File: src/rtl/uart_rx_fifo.sv
// rtl/uart_rx_fifo.sv - UART receiver with majority-vote sampling, error detection and FWFT output FIFO
module uart_rx_fifo #(
    parameter int  N_BITS     = 8,
    parameter int  PARITY     = 0,
    parameter int  STOP_BITS  = 1,
    parameter int  SAMPLING   = 16,
    parameter real F_CLOCK    = 50.0e6,
    parameter int  BAUDRATE   = 9600,
    parameter int  FIFO_DEPTH = 4
) (
    input  logic              i_clk,
    input  logic              i_reset,
    input  logic              i_rx,
    input  logic              i_ready,
    output logic              o_valid,
    output logic [N_BITS-1:0] o_data,
    output logic              o_parity_err,
    output logic              o_frame_err,
    output logic              o_rx_done,
    output logic              o_overrun,
    output logic              o_busy
);
    localparam int DIV_R = $rtoi(F_CLOCK / (real'(BAUDRATE) * real'(SAMPLING)) + 0.5);
    localparam int DIV   = (DIV_R < 1) ? 1 : DIV_R;
    localparam int TW    = $clog2(DIV + 1);
    localparam int SW    = $clog2(SAMPLING);
    localparam int BW    = $clog2(N_BITS + 1);
    localparam int PW    = $clog2(FIFO_DEPTH);
    localparam int CW    = PW + 1;
    localparam int EW    = N_BITS + 2;
    localparam int H     = SAMPLING / 2;

    typedef enum logic [2:0] {S_IDLE, S_START, S_DATA, S_PARITY, S_STOP, S_BRK_WAIT} state_t;

    logic [TW-1:0] tick_cnt_q;
    logic          tick;
    logic          rx_meta_q, rx_q;

    assign tick = (tick_cnt_q == TW'(DIV - 1));

    always_ff @(posedge i_clk or posedge i_reset) begin
        if (i_reset) begin
            tick_cnt_q <= '0;
            rx_meta_q  <= 1'b1;
            rx_q       <= 1'b1;
        end else begin
            tick_cnt_q <= tick ? '0 : tick_cnt_q + 1'b1;
            rx_meta_q  <= i_rx;
            rx_q       <= rx_meta_q;
        end
    end

    state_t            state_q;
    logic [SW-1:0]     s_q;
    logic [BW-1:0]     bit_q;
    logic [1:0]        smp_q;
    logic [N_BITS-1:0] data_q;
    logic              par_err_q, frm_err_q;
    logic              rx_done_q, push_q;
    logic [EW-1:0]     push_data_q;
    logic              maj, end_bit, mid_bit, par_bad;

    // Third sample is taken live; the vote is used on that same tick.
    assign maj     = (smp_q[0] & smp_q[1]) | (smp_q[0] & rx_q) | (smp_q[1] & rx_q);
    assign end_bit = (s_q == SW'(SAMPLING - 1));
    assign mid_bit = (s_q == SW'(H + 1));
    assign par_bad = (^data_q) ^ maj ^ (PARITY == 1);

    always_ff @(posedge i_clk or posedge i_reset) begin
        if (i_reset) begin
            state_q     <= S_IDLE;
            s_q         <= '0;
            bit_q       <= '0;
            smp_q       <= 2'b11;
            data_q      <= '0;
            par_err_q   <= 1'b0;
            frm_err_q   <= 1'b0;
            rx_done_q   <= 1'b0;
            push_q      <= 1'b0;
            push_data_q <= '0;
        end else begin
            rx_done_q <= 1'b0;
            push_q    <= 1'b0;
            case (state_q)
                S_IDLE: if (!rx_q) begin
                    state_q   <= S_START;
                    s_q       <= '0;
                    bit_q     <= '0;
                    par_err_q <= 1'b0;
                    frm_err_q <= 1'b0;
                end
                S_BRK_WAIT: if (rx_q) state_q <= S_IDLE;
                default: if (tick) begin
                    s_q <= end_bit ? '0 : s_q + 1'b1;
                    if (s_q == SW'(H - 1)) smp_q[0] <= rx_q;
                    if (s_q == SW'(H))     smp_q[1] <= rx_q;
                    if (mid_bit) begin
                        case (state_q)
                            S_START:  if (maj) state_q <= S_IDLE;
                            S_DATA:   data_q <= (data_q >> 1) | (N_BITS'(maj) << (N_BITS - 1));
                            S_PARITY: par_err_q <= par_bad;
                            S_STOP: begin
                                frm_err_q <= frm_err_q | ~maj;
                                if (bit_q == BW'(STOP_BITS - 1)) begin
                                    rx_done_q   <= 1'b1;
                                    push_q      <= 1'b1;
                                    push_data_q <= {data_q, par_err_q, frm_err_q | ~maj};
                                    state_q     <= (data_q == '0 && !maj) ? S_BRK_WAIT : S_IDLE;
                                end
                            end
                            default: ;
                        endcase
                    end
                    if (end_bit) begin
                        case (state_q)
                            S_START: begin
                                state_q <= S_DATA;
                                bit_q   <= '0;
                            end
                            S_DATA: begin
                                if (bit_q == BW'(N_BITS - 1)) begin
                                    state_q <= (PARITY != 0) ? S_PARITY : S_STOP;
                                    bit_q   <= '0;
                                end else begin
                                    bit_q <= bit_q + 1'b1;
                                end
                            end
                            S_PARITY: begin
                                state_q <= S_STOP;
                                bit_q   <= '0;
                            end
                            S_STOP: bit_q <= bit_q + 1'b1;
                            default: ;
                        endcase
                    end
                end
            endcase
        end
    end

    logic [EW-1:0] mem_q [FIFO_DEPTH];
    logic [PW-1:0] wr_ptr_q, rd_ptr_q;
    logic [CW-1:0] count_q, count_d;
    logic [EW-1:0] head_q, head_d;
    logic          pop, full, push_ok;

    assign pop     = i_ready & o_valid;
    assign full    = (count_q == CW'(FIFO_DEPTH));
    assign push_ok = push_q & (~full | pop);
    assign count_d = count_q + CW'(push_ok) - CW'(pop);

    // Head is registered so it holds its last value once the FIFO drains.
    always_comb begin
        head_d = head_q;
        if (pop && count_q > CW'(1))
            head_d = mem_q[PW'(rd_ptr_q + 1'b1)];
        else if (push_ok && (count_q == '0 || (pop && count_q == CW'(1))))
            head_d = push_data_q;
    end

    always_ff @(posedge i_clk) begin
        if (push_ok) mem_q[wr_ptr_q] <= push_data_q;
    end

    always_ff @(posedge i_clk or posedge i_reset) begin
        if (i_reset) begin
            wr_ptr_q <= '0;
            rd_ptr_q <= '0;
            count_q  <= '0;
            head_q   <= '0;
        end else begin
            if (push_ok) wr_ptr_q <= wr_ptr_q + 1'b1;
            if (pop)     rd_ptr_q <= rd_ptr_q + 1'b1;
            count_q <= count_d;
            head_q  <= head_d;
        end
    end

    assign o_valid                            = (count_q != '0);
    assign {o_data, o_parity_err, o_frame_err} = head_q;
    assign o_rx_done                          = rx_done_q;
    assign o_overrun                          = push_q & ~push_ok;
    assign o_busy                             = (state_q != S_IDLE);
endmodule
File: config.mk
export PLATFORM = sky130hd
export DESIGN_NAME = uart_rx_fifo
export DESIGN_NICKNAME = d
export VERILOG_FILES = /design/src/rtl/uart_rx_fifo.sv
export SDC_FILE = /design/constraint.sdc
export NUM_CORES = 1
export LEC_CHECK = 0
export CAP_MARGIN = 20
export CORE_MARGIN = 5
export CORE_UTILIZATION = 50
export DETAILED_ROUTE_END_ITERATION = 6
export PLACE_DENSITY = 0.66
export SYNTH_ARGS = -nofsm -noshare
export SYNTH_HDL_FRONTEND = slang
export SYNTH_SLANG_ARGS = --single-unit
File: constraint.sdc
create_clock -name i_clk -period 6 [get_ports i_clk]
set_input_delay 1.8 -clock i_clk [delete_from_list [all_inputs] [get_ports i_clk]]
set_output_delay 1.8 -clock i_clk [all_outputs]
set_load 0.03 [all_outputs]
==> summary.txt, run 1 <==
Clocking
  – # hold bufs at CTS: 0
  – Clk buf depth: 2
  – Post-CTS Setup Bufs: 0
  – Total CTS buffers: 9
  – Clock transition at path regs: 90 ps
  – Clock sinks: 102
  – Skew-Pair Late Insertion Delay: 360 ps
  – PostCTS Resize Cnt: 0
  – TritonCTS clock tree: built
  – H-tree levels: 3
  – Clk Tree Root Cell: clkbuf_8

Job
  – Number of max-cap violations: 0

Synth
  – Net count after synthesis: 401
  – Gate Count Post-Synth: 378
  – Register area share after synthesis: 58.4%
  – Most frequent cells after synthesis: 58 x dfrtp_1, 40 x edfxtp_1, 27 x inv_1, 27 x nand2_1, 25 x nor2_1
  – Avg Inst Size Synth: 12.5 um2
  – Warnings, synthesis: 0
  – Area share of the largest cell type after synthesis: 30.7%
  – Synth area leader: dfrtp_1
  – Number of synthesized flops with an enable pin: 40
  – Netlist cell types: 54
  – Post-synth ARST share: 60.8%
  – Top FF cell, synth: dfrtp_1
  – Synthesized flop and latch total: 102
  – Mapped cell area: 4730 um2
  – Ranking of synthesized cells by area: dfrtp_1 31%, edfxtp_1 25%, ha_1 4.8%
  – Most numerous cell in the Yosys netlist: dfrtp_1

Floorplanning
  – Die width: 107 um
  – Vert. Die Dim: 107 um
  – Row Count: 35
  – Initial core utilization: 51.1%
  – Io pins: 18
  – Core Box Area: 9240 um2
  – Die area: 11,500 um2

STA
  – Final slew viol count: 0
  – Slew headroom: 41.3%
  – Final Hold Violating Endpoints: 0
  – Slew @ Worst Pin: 877 ps
  – RSZ-0062 raised after global routing: false
  – Final setup vio count: 0
  – Worst hold slack: 364 ps
  – Setup Skew: 16.3 ps
  – Total Neg Setup Slack: 0 ps
  – FMAX: 192 MHz
  – Final worst-path cycle share: 86.7%
  – Fin crit period: 5200 ps

Drt
  – Drt wl/cell: 14.7 um
  – Routed Antenna Nets: 0
  – Vias/cell: 5.31
  – DRC: 0
  – Drt pass-1 iters: 4
  – Final wirelength: 7780 um
  – Initial DRC Count: 91
  – Vias: 2,809

Critical path
  – Worst Path Max Fanout: 5
  – Crit path required time: 4200 ps
  – Critical path class: in -> out
  – Most frequent cell on the critical path: clkdlybuf4s50_1
  – Cell count of the worst reg-to-reg path: 6
  – CP top delay family: buffers and inverters
  – CP endpoint kind: primary output
  – Crit-path slowest cell: clkdlybuf4s50_1
  – Startpoint Class: input pin
  – Arrival @ worst endpoint: 3400 ps
  – CP Buf/Inv Count: 2
  – Cell Chain, Critical Path: clkdlybuf4s50_1, nor4_1, and2_1, clkdlybuf4s50_1
  – Critical Path Max Stage Delay: 660 ps
  – WP depth: 4

Final layout
  – Antenna Cells: 0
  – Fraction of layout cells with a size suffix above 1: 10.8%
  – Final net count: 418
  – Area grow syn2layout: 10.8%

Place
  – Final GP Congestion: 0.823
  – Dpl hpwl: 5400 um
  – Port bufs: 17

Min path
  – Worst Hold Class: reg -> reg
  – WHS Path Cells: 0

Power
  – Peak VDD IR: 0.000184 V
  – Power Density: 228 nW/um2
  – Leakage: 2.17 nW

GRT
  – Initial antenna violation count: 0
  – Largest net degree at the start of global routing: 63
  – Total congestion overflow: 0
  – GRT Util Overall: 15.3%
  – First-pass GRT wire length: 13,900 um
  – Vias in the first global route: 2,908

Outcome
  – Status: completed
## cell families (layout without fill, tap and decap cells)
group | after synthesis | in the layout | synth area share (%)
simple gates | 105 | 105 | 12.1
fa+ha+maj | 19 | 19 | 5.19
xor+xnor | 16 | 16 | 2.97
flops | 102 | 102 | 58.4
buf+inv | 40 | 62 | 3.28
mux | 32 | 32 | 9.72
compound gates | 64 | 64 | 8.39
## per-layer routing
| layer | GRT usage, % | wire [um] | vias to the layer above |
|---|---|---|---|
| met5 | 0 | 0 | - |
| met4 | 3.93 | 76 | 0 |
| met3 | 4.46 | 211 | 7 |
| met2 | 25.6 | 3820 | 34 |
| met1 | 19.5 | 3670 | 1384 |
| li1 | - | - | 1384 |
## metrics by stage
stage	area (um2)	utilization [%]	setup WS, ps	total power [W]	instances
after CTS	5240	56.7	788	0.00121	529
after floorplan	4730	-	1810	0.000742	378
after global routing	5240	56.7	703	0.00125	529
after global placement	5020	54.3	812	0.000748	513
after detailed placement	5020	54.3	788	0.000748	513
final	5240	56.7	796	0.00120	529
## worst reg2reg max path, cell delays in order, from the launching register on
cell and delay, ps:
dfrtp_1 420, inv_1 100, ha_1 150, nand3b_1 250, or4_1 620, nor2_1 700
mux2_1 390
## where the power goes
part | switching [W] | internal [W] | leakage (nW)
sequential | 0.000000875 | 0.000721 | 1.29
combinational | 0.00000839 | 0.00000243 | 0.773
clock | 0.000255 | 0.000208 | 0.113
total | 0.000264 | 0.000932 | 2.17
## state kept, by name (all words and copies together) (netlist names)
name and count:
rx_q 1, count_q 3, rx_meta_q 1, state_q 3, bit_q 4, rd_ptr_q 2
data_q 8, push_data_q 10, smp_q 2, head_q 10, push_q 1, mem_q 40
par_err_q 1, tick_cnt_q 9, frm_err_q 1, s_q 4, wr_ptr_q 2
## worst paths after layout
kind | from | endpoint | slack, ps
min reg2reg | rx_meta_q | rx_q | 360
max in group asynchronous | i_reset | state_q[0] | 3510
min in group asynchronous | i_reset | bit_q[0] | 1970
min | rx_meta_q | rx_q | 360
max | i_ready | o_overrun | 800
max reg2reg | s_q[1] | push_data_q[9] | 3250
## placed cells by master (no fill, tap or decap), drive strengths merged, types with 3 or more instances in the layout
cell type	instances
dfstp	4
o21ai	23
xnor2	11
or4	4
mux4	10
ha	18
inv	32
nor4	5
edfxtp	40
mux2	11
xor2	5
and2	6
nor2	26
and4	3
clkbuf	9
a21o	5
nor3	3
mux2i	11
nand3	12
o31ai	4
nand2b	4
dfrtp	58
nand2	27
a21oi	19
clkdlybuf4s50	17
o21a	3
and3	4
## area by class of cell
cell class | instances | area [um2]
multi-input cells | 236 | 1810
clock buffers | 9 | 124
clock inverters | 7 | 95.1
fillers | 784 | 4000
flip-flops and latches | 102 | 2760
well taps | 129 | 161
repair buffers | 19 | 185
inverters | 27 | 101
Power figures use the tool's default switching activity.
==> inputs of run 2 (changes only) <==
- CORE_UTILIZATION: 50 -> 35
- HOLD_SLACK_MARGIN: default -> 0.15
- PLACE_DENSITY: 0.66 -> 0.5
==> run 2 against run 1 <==
  * Global-route usage fell by 3.7 points
  * First-iteration DRC count rose by 85%
  * Clock skew fell by 10 ps
  * Hold slack got worse by 5.2 ps
  * Core utilization fell by 16 points
  * Power rose by 6.9%
  * Register-to-register slack improved by 60 ps
  * Non-clock buffer count did not move
  * Wire length rose by 11%
  * Sequential share of layout area fell by 1.1 points
  * Clock power rose by 17%
  * Via count rose by 0.89%
  * Largest power group unchanged
  * Highest routed layer unchanged
==> summary.txt, run 2 (synthesis results as in run 1) <==
Floorplanning
  – Core Box Area: 13,200 um2 (was 9240 um2)
  – Row Count: 42 (was 35)
  – Initial core utilization: 35.7% (was 51.1%)
  – Io pins: 18 (unchanged)
  – Die area: 15,900 um2 (was 11,500 um2)
  – Die width: 126 um (was 107 um)
  – Vert. Die Dim: 126 um (was 107 um)

Clocking
  – Clock transition at path regs: 70 ps (was 90 ps)
  – Clk Tree Root Cell: clkbuf_16 (was clkbuf_8)
  – Total CTS buffers: 9 (unchanged)
  – Clk buf depth: 2 (unchanged)
  – Post-CTS Setup Bufs: 0 (unchanged)
  – H-tree levels: 3 (unchanged)
  – PostCTS Resize Cnt: 0 (unchanged)
  – Skew-Pair Late Insertion Delay: 340 ps (was 360 ps)
  – # hold bufs at CTS: 0 (unchanged)
  – Clock sinks: 102 (unchanged)
  – TritonCTS clock tree: built (unchanged)

Power
  – Sequential share of power: 56.5% (was 60.4%)
  – Psw: 0.000268 W (was 0.000264 W)
  – Peak VDD IR: 0.000139 V (was 0.000184 V)
  – Leakage: 2.18 nW (was 2.17 nW)
  – Power Density: 239 nW/um2 (was 228 nW/um2)
  – Comb pwr share: 0.9% (about the same)
  – Switching share of power: 21.0% (was 22.1%)
  – Clock share of power: 42.6% (was 38.7%)
  – Internal power: 0.00101 W (was 0.000932 W)

Job
  – Number of max-cap violations: 0 (unchanged)

Drt
  – Drt wl/cell: 15.0 um (was 14.7 um)
  – Vias/cell: 4.92 (was 5.31)
  – Vias: 2,834 (was 2,809)
  – Routed Antenna Nets: 0 (unchanged)
  – Initial DRC Count: 168 (was 91)
  – Drt pass-1 iters: 5 (was 4)
  – Final wirelength: 8620 um (was 7780 um)
  – DRC: 0 (unchanged)

Final layout
  – Fillers: 1,294 (was 784)
  – Final net count: 418 (unchanged)
  – Largest Register: mem_q (unchanged)
  – Finished Core Util: 40.4% (was 56.7%)
  – Max FFs per register: 40 (unchanged)
  – Area grow syn2layout: 13.3% (was 10.8%)
  – Leading cell type in the layout, fill and taps excluded: dfrtp_1 (unchanged)
  – Most frequent cells in the layout: 58 x dfrtp_1, 40 x edfxtp_1, 27 x nand2_1 (unchanged)
  – Biggest regs: mem_q x40, head_q x10, push_data_q x10 (unchanged)
  – Antenna Cells: 0 (unchanged)
  – Fraction of layout cells with a size suffix above 1: 10.3% (was 10.8%)
  – Final Non-Filler Cells: 576 (was 529)

Place
  – Final GP Congestion: 0.739 (was 0.823)
  – Dpl hpwl: 5930 um (was 5400 um)
  – DP Cell Count: 560 (was 513)
  – Port bufs: 17 (unchanged)

STA
  – Setup Skew: 5.93 ps (was 16.3 ps)
  – Final setup vio count: 0 (unchanged)
  – Worst hold slack: 359 ps (was 364 ps)
  – Final worst-path cycle share: 86.9% (was 86.7%)
  – RSZ-0062 raised after global routing: false (unchanged)
  – Slew headroom: 42.4% (was 41.3%)
  – Final slew viol count: 0 (unchanged)
  – FMAX: 192 MHz (about the same)
  – Slew @ Worst Pin: 861 ps (was 877 ps)
  – Final Hold Violating Endpoints: 0 (unchanged)
  – Fin crit period: 5220 ps (was 5200 ps)
  – Total Neg Setup Slack: 0 ps (unchanged)

Critical path
  – Worst Path Max Fanout: 5 (unchanged)
  – CP endpoint kind: primary output (unchanged)
  – Crit path required time: 4200 ps (about the same)
  – Arrival @ worst endpoint: 3420 ps (was 3400 ps)
  – Critical path class: in -> out (unchanged)
  – Startpoint Class: input pin (unchanged)

GRT
  – Total congestion overflow: 0 (unchanged)
  – First-pass GRT wire length: 14,700 um (was 13,900 um)
  – Vias in the first global route: 2,853 (was 2,908)
  – Largest net degree at the start of global routing: 40 (was 63)
  – GRT Util Overall: 11.6% (was 15.3%)
  – Initial antenna violation count: 0 (unchanged)

Min path
  – Worst Hold Class: reg -> reg (unchanged)

Outcome
  – Status: completed (unchanged)
run 2: critical path, stage by stage:
cell and delay, ps:
clkdlybuf4s50_1 460, nor4_1 320, and2_1 170, clkdlybuf4s50_1 660
run 2: power groups by stage:
stage	Clock (W)	Sequential (W)	Combinational (W)
2_1_floorplan	0	0.000736	0.00000632
3_3_place_gp	0	0.000736	0.0000121
3_5_place_dp	0	0.000736	0.0000122
4_1_cts	0.000568	0.000722	0.0000122
5_1_grt	0.000600	0.000722	0.0000135
6_report	0.000544	0.000722	0.0000111
run 2: stage by stage:
step / worst slack (ps) / power [W] / cell area [um2]
floorplan: 1810 / 0.000742 / 4730
global placement: 791 / 0.000749 / 5080
detailed placement: 771 / 0.000749 / 5080
CTS: 772 / 0.00130 / 5350
global route: 702 / 0.00134 / 5350
finish: 784 / 0.00128 / 5350
run 2: final timing paths:
| path | startpoint | cells after the start | slack, ps | end |
|---|---|---|---|---|
| max | i_ready | 4 | 780 | o_overrun |
| min | rx_meta_q | 0 | 360 | rx_q |
| max reg2reg | s_q[1] | 6 | 3310 | push_data_q[5] |
| min reg2reg | rx_meta_q | 0 | 360 | rx_q |
| max in group asynchronous | i_reset | 3 | 3210 | tick_cnt_q[6] |
| min in group asynchronous | i_reset | 2 | 1950 | bit_q[1] |
run 2: area by class of cell:
type                    count  area, um2  area share (%)
clock buffers              11        233            4.35
multi-input cells         236       1810            33.9
inverters                  27        101            1.89
repair buffers             19        185            3.46
clock inverters             5       42.5           0.795
well taps                 176        220            4.11
flip-flops and latches    102       2760            51.5
run 2: routing by layer:
layer  global-route usage [%]  routed length, um
met1                     14.8               3950
met2                     19.3               4250
met3                     3.60                319
met4                     3.15                109
met5                        0                  0
